--- src/rtl/multi_edge_detector_pkg.sv ---
// Shared types for the multi-channel edge detector: FSM state encoding,
// tick-mode encoding and small helpers used by the channel and top level.
package edge_det_pkg;

   typedef enum logic [1:0] {
      LOW  = 2'b00,
      RISE = 2'b01,
      HIGH = 2'b10,
      FALL = 2'b11
   } state_t;

   typedef enum logic [1:0] {
      MODE_RISE = 2'b00,
      MODE_FALL = 2'b01,
      MODE_BOTH = 2'b10,
      MODE_OFF  = 2'b11
   } mode_t;

   function automatic logic rise_enabled(input mode_t m);
      return (m == MODE_RISE) || (m == MODE_BOTH);
   endfunction

   function automatic logic fall_enabled(input mode_t m);
      return (m == MODE_FALL) || (m == MODE_BOTH);
   endfunction

   // Filter counter width; a filter length of 1 still needs one bit.
   function automatic int cnt_width(input int filter_len);
      return (filter_len > 1) ? $clog2(filter_len) : 1;
   endfunction

endpackage

--- src/rtl/multi_edge_detector_if.sv ---
// Signal bundle between the edge detector and its user: raw levels, mode
// and clears in; ticks, sticky pending flags and interrupt out.
interface multi_edge_detector_if #(
   parameter int N = 4
);
   logic [N-1:0] level;
   logic [1:0]   mode;
   logic [N-1:0] clr;
   logic [N-1:0] rise_tick;
   logic [N-1:0] fall_tick;
   logic [N-1:0] pending;
   logic         irq;

   modport master (
      output level, mode, clr,
      input  rise_tick, fall_tick, pending, irq
   );

   modport slave (
      input  level, mode, clr,
      output rise_tick, fall_tick, pending, irq
   );
endinterface

--- src/rtl/multi_edge_detector_channel.sv ---
// One channel: synchroniser chain, glitch-filter counter and four-state
// Moore FSM producing mode-masked rise/fall ticks.
module edge_det_channel
   import edge_det_pkg::*;
#(
   parameter int SYNC_STAGES = 2,
   parameter int FILTER_LEN  = 3
) (
   input  logic  clk,
   input  logic  reset_n,
   input  logic  level,
   input  mode_t mode_q,
   output logic  rise_tick,
   output logic  fall_tick
);
   localparam int CNT_W = cnt_width(FILTER_LEN);
   localparam logic [CNT_W-1:0] CNT_LAST = CNT_W'(FILTER_LEN - 1);

   logic [SYNC_STAGES-1:0] sync_reg;
   logic [SYNC_STAGES-1:0] sync_next;
   logic                   s;

   state_t                 state_reg;
   state_t                 state_next;
   logic [CNT_W-1:0]       cnt_reg;
   logic [CNT_W-1:0]       cnt_next;

   generate
      for (genvar gi = 0; gi < SYNC_STAGES; gi++) begin : gen_sync
         if (gi == 0) begin : g_first
            assign sync_next[gi] = level;
         end else begin : g_rest
            assign sync_next[gi] = sync_reg[gi-1];
         end
      end
   endgenerate

   assign s = sync_reg[SYNC_STAGES-1];

   always_ff @(posedge clk) begin
      if (!reset_n) begin
         sync_reg  <= '0;
         state_reg <= LOW;
         cnt_reg   <= '0;
      end else begin
         sync_reg  <= sync_next;
         state_reg <= state_next;
         cnt_reg   <= cnt_next;
      end
   end

   // The counter measures consecutive samples that disagree with the
   // settled level; any agreeing sample restarts the qualification.
   always_comb begin
      state_next = state_reg;
      cnt_next   = cnt_reg;
      case (state_reg)
         LOW: begin
            if (!s) begin
               cnt_next = '0;
            end else if (cnt_reg == CNT_LAST) begin
               state_next = RISE;
               cnt_next   = '0;
            end else begin
               cnt_next = cnt_reg + CNT_W'(1);
            end
         end
         HIGH: begin
            if (s) begin
               cnt_next = '0;
            end else if (cnt_reg == CNT_LAST) begin
               state_next = FALL;
               cnt_next   = '0;
            end else begin
               cnt_next = cnt_reg + CNT_W'(1);
            end
         end
         RISE: begin
            state_next = HIGH;
            cnt_next   = '0;
         end
         FALL: begin
            state_next = LOW;
            cnt_next   = '0;
         end
         default: begin
            state_next = LOW;
            cnt_next   = '0;
         end
      endcase
   end

   // Mode only masks the ticks; the FSM keeps tracking regardless.
   always_comb begin
      rise_tick = (state_reg == RISE) && rise_enabled(mode_q);
      fall_tick = (state_reg == FALL) && fall_enabled(mode_q);
   end

endmodule

--- src/rtl/multi_edge_detector.sv ---
// Top level: registered mode, N independent edge-detect channels, sticky
// per-channel pending flags and their OR as interrupt.
module multi_edge_detector
   import edge_det_pkg::*;
#(
   parameter int N           = 4,
   parameter int SYNC_STAGES = 2,
   parameter int FILTER_LEN  = 3
) (
   input  logic                  clk,
   input  logic                  reset_n,
   multi_edge_detector_if.slave  bus
);
   mode_t        mode_q;
   logic [N-1:0] rise_vec;
   logic [N-1:0] fall_vec;
   logic [N-1:0] pending_reg;
   logic [N-1:0] pending_next;

   always_ff @(posedge clk) begin
      if (!reset_n) begin
         mode_q <= MODE_RISE;
      end else begin
         mode_q <= mode_t'(bus.mode);
      end
   end

   generate
      for (genvar gi = 0; gi < N; gi++) begin : gen_ch
         edge_det_channel #(
            .SYNC_STAGES (SYNC_STAGES),
            .FILTER_LEN  (FILTER_LEN)
         ) u_ch (
            .clk       (clk),
            .reset_n   (reset_n),
            .level     (bus.level[gi]),
            .mode_q    (mode_q),
            .rise_tick (rise_vec[gi]),
            .fall_tick (fall_vec[gi])
         );
      end
   endgenerate

   // A tick arriving together with a clear keeps the flag set.
   assign pending_next = (pending_reg & ~bus.clr) | rise_vec | fall_vec;

   always_ff @(posedge clk) begin
      if (!reset_n) begin
         pending_reg <= '0;
      end else begin
         pending_reg <= pending_next;
      end
   end

   assign bus.rise_tick = rise_vec;
   assign bus.fall_tick = fall_vec;
   assign bus.pending   = pending_reg;
   assign bus.irq       = |pending_reg;

endmodule

--- src/flat_wrapper.sv ---
// flat-port wrapper written by rule: the top's interface ports become plain ports
module multi_edge_detector_flat import edge_det_pkg::*;
#(
   parameter int N           = 4,
   parameter int SYNC_STAGES = 2,
   parameter int FILTER_LEN  = 3
)
  (clk, reset_n, bus_level, bus_mode, bus_clr, bus_rise_tick, bus_fall_tick, bus_pending, bus_irq);
  multi_edge_detector_if #(.N(N)) bus_i ();
  input  logic clk;
  input  logic reset_n;
  input wire logic [$bits(bus_i.level)-1:0] bus_level;
  input wire logic [$bits(bus_i.mode)-1:0] bus_mode;
  input wire logic [$bits(bus_i.clr)-1:0] bus_clr;
  output wire logic [$bits(bus_i.rise_tick)-1:0] bus_rise_tick;
  output wire logic [$bits(bus_i.fall_tick)-1:0] bus_fall_tick;
  output wire logic [$bits(bus_i.pending)-1:0] bus_pending;
  output wire logic [$bits(bus_i.irq)-1:0] bus_irq;
  assign bus_i.level = bus_level;
  assign bus_i.mode = bus_mode;
  assign bus_i.clr = bus_clr;
  assign bus_rise_tick = bus_i.rise_tick;
  assign bus_fall_tick = bus_i.fall_tick;
  assign bus_pending = bus_i.pending;
  assign bus_irq = bus_i.irq;
  multi_edge_detector #(.N(N), .SYNC_STAGES(SYNC_STAGES), .FILTER_LEN(FILTER_LEN)) u_core (.clk(clk), .reset_n(reset_n), .bus(bus_i));
endmodule
--- config.mk ---
export PLATFORM = sky130hd
export DESIGN_NAME = multi_edge_detector_flat
export DESIGN_NICKNAME = d
export VERILOG_FILES = /design/src/rtl/multi_edge_detector_pkg.sv /design/src/rtl/multi_edge_detector_if.sv /design/src/rtl/multi_edge_detector_channel.sv /design/src/rtl/multi_edge_detector.sv /design/src/flat_wrapper.sv
export SDC_FILE = /design/constraint.sdc
export NUM_CORES = 1
export LEC_CHECK = 0
export ABC_AREA = 1
export BUFFER_PORTS_ARGS = -buffer_cell sky130_fd_sc_hd__clkbuf_2
export CAP_MARGIN = 20
export CORE_MARGIN = 1
export CORE_UTILIZATION = 35
export CTS_CLUSTER_DIAMETER = 80
export DETAILED_ROUTE_END_ITERATION = 10
export HOLD_SLACK_MARGIN = 0.12
export SLEW_MARGIN = 25
export SYNTH_ARGS = -nofsm -noshare
export SYNTH_HDL_FRONTEND = slang
export SYNTH_SLANG_ARGS = --single-unit
--- constraint.sdc ---
create_clock -name clk -period 2 [get_ports clk]
set_clock_uncertainty 0.2 [all_clocks]
set_input_delay 0.2 -clock clk [delete_from_list [all_inputs] [get_ports clk]]
set_output_delay 0.2 -clock clk [all_outputs]
set_load 0.01 [all_outputs]
==> impl_metrics.json <==
{
  "coreArea_sq_mm": 0.00414,
  "syn_nets": 245,
  "rows": 23,
  "async_flop_share": 0,
  "relSlewSlack": 0.674,
  "outcome": "complete, no violations",
  "syn2layout_area_growth_pct": 19.0,
  "syn_area_sq_mm": 0.00157,
  "crit_type": "reg2out",
  "power_density_mw_per_mm2": 629,
  "gp_congestion": 0.780,
  "cts_buffers": 5,
  "tightest_slew_ns": 0.488,
  "h-tree-depth": 2,
  "drt_first_pass_iters": 4,
  "start_util": 0.379,
  "power_leakage_nw": 1.03,
  "grtUsageTotal": 0.130,
  "pre_cts_slack_ns": 0.586,
  "antenna_found_initial": 0,
  "crit_required_ns": 1.60,
  "grt_remaining_overflow": 0,
  "io_buffers": 24,
  "place_area_sq_mm": 0.00168,
  "drv_slew": 0,
  "totalNegativeSetupSlack_ns": 0,
  "yosysSeqAreaShare": 0.383,
  "ys_ff_latch": 30,
  "cts_tree": "built",
  "rsz0062_at_grt": "no",
  "grt_pass1_wl_microns": 4440,
  "avgSynthCellArea_sq_um": 7.30,
  "cts_buffer_depth": 2,
  "drc_errors": 0,
  "path_cells": "inv_1 -> ha_1 -> o21ai_0 -> inv_1 -> clkbuf_2",
  "vias_per_cell": 4.10,
  "nets": 276,
  "synth_common_cells": "inv_1 (52), nand2_1 (47), dfxtp_1 (30), ha_1 (18), nor2_1 (17)",
  "synthFlopType": "dfxtp_1",
  "synth.top_cell.area_share": 0.383,
  "antenna_left": 0,
  "die_width_microns": 69.0,
  "clk_pin_slew_ns": 0.06,
  "cts-resized-gates": 0,
  "cp_max_fo": 4,
  "synth.distinct_cells": 17,
  "hold_viol": 0,
  "crit_path_max_incr_delay_ns": 0.31,
  "cts_root_buf": "clkbuf_8",
  "vias": 1217,
  "fmax_mhz": 591,
  "first_global_vias": 1084,
  "finalSetupViolations": 0,
  "synth_most_common_cell": "inv_1",
  "end_kind": "output pin",
  "diodes": 0,
  "drive_above_1_share": 0.170,
  "crit_path_top_delay_cell": "dfxtp_1",
  "die_h_microns": 69.0,
  "maxCapViolations": 0,
  "clkLatencyLatePin_ns": 0.27,
  "dpl.hpwl_microns": 1830,
  "drt_wl_total_microns": 2430,
  "worst_slack_ns": 0.308,
  "final.min_clock_period_ns": 1.69,
  "final_cell_area_sq_mm": 0.00187,
  "clock-sinks": 30,
  "ys_warn_count": 0,
  "die_area_sq_mm": 0.00475,
  "synth_area_leaders": "dfxtp_1 (38%), ha_1 (14%), inv_1 (12%), nand2_1 (11%), a21oi_1 (5.1%)",
  "grt_max_degree": 23,
  "yosysTopAreaCell": "dfxtp_1",
  "drt-initial-drc-count": 49,
  "vdd_ir_drop_max_mv": 0.343,
  "wl_per_cell_microns": 8.20,
  "min_period_over_period": 0.846,
  "hp-class": "reg2reg",
  "synth_edf_count": 0,
  "cp.arrival_ns": 1.29,
  "post-route-util": 0.450,
  "netlist_instances": 215,
  "ios": 25,
  "critical_path.most_common_cell": "inv_1",
  "crit_path_start_kind": "flop"
}
## cell families after synthesis
kind of cell | Yosys count | synth area share
buffers and inverters | 63 | 0.175
AOI/OAI and AO/OA | 23 | 0.0782
and+or+nand+nor | 81 | 0.220
adders and majority gates | 18 | 0.144
DFF | 30 | 0.383
## worst max-delay path, delay by kind of cell, from the launching register on
kind                     cells  cell delay, ns
adder cells (fa/ha/maj)      1            0.22
flip-flops                   1            0.31
AO/OA/AOI/OAI                1            0.25
buffers and inverters        3            0.25
## layout make-up
class,instances,area (sq um)
timing repair buffer,34,220
sequential,30,601
clock inverter,1,5.00
clock buffer,7,86.3
inverter,53,199
fill,431,2280
multi-input combinational,122,693
tap,50,62.6
## what timing repair did
item	CTS	global route
endpoints found under the hold margin	10	0
hold buffers	10	0
buffers inserted	0	0
endpoints found under the setup margin	0	0
## layer usage
metal | share of wire | routed length [microns] | GRT usage
met1 | 0.53 | 1290 | 0.159
met2 | 0.39 | 959 | 0.198
met4 | 0.019 | 47 | 0.0689
met3 | 0.055 | 135 | 0.0444
met5 | 0 | 0 | 0
## worst paths after layout
| kind | slack [ns] | start | endpoint | depth (start not counted) |
|---|---|---|---|---|
| hold reg to reg | 0.21 | u_core.gen_ch[3].u_ch.sync_reg[0] | u_core.gen_ch[3].u_ch.sync_reg[1] | 2 |
| setup / recovery | 0.31 | u_core.mode_q[0] | bus_rise_tick[2] | 5 |
| setup reg to reg | 0.58 | u_core.gen_ch[3].u_ch.state_reg[0] | u_core.gen_ch[3].u_ch.state_reg[1] | 8 |
| hold / removal | 0.21 | u_core.gen_ch[3].u_ch.sync_reg[0] | u_core.gen_ch[3].u_ch.sync_reg[1] | 2 |
## cell usage in the layout, fill, tap and decap left out, drive strengths merged
cell type and instances:
inv 53, nand2 51, clkbuf 31, dfxtp 30
nor2 21, ha 18, a21oi 16, dlygate4sd3 10
nor3 5, o21ai 4, nand3 4, o211ai 3
clkinv 1
## through the flow
step                hold slack, ns  power (mW)  std cells
CTS                          0.214        1.19        297
global route                 0.240        1.24        297
global placement             0.186       0.682        279
floorplan                   0.0976       0.665        215
detailed placement           0.185       0.683        279
finish                       0.210        1.17        297
## report_power, final
part | switching (mW) | internal (mW) | leakage [nW]
clock network | 0.214 | 0.277 | 0.0482
logic | 0.0360 | 0.0339 | 0.736
registers | 0.00521 | 0.609 | 0.244
total | 0.255 | 0.920 | 1.03
No activity file was read; power rests on OpenSTA's default activity.
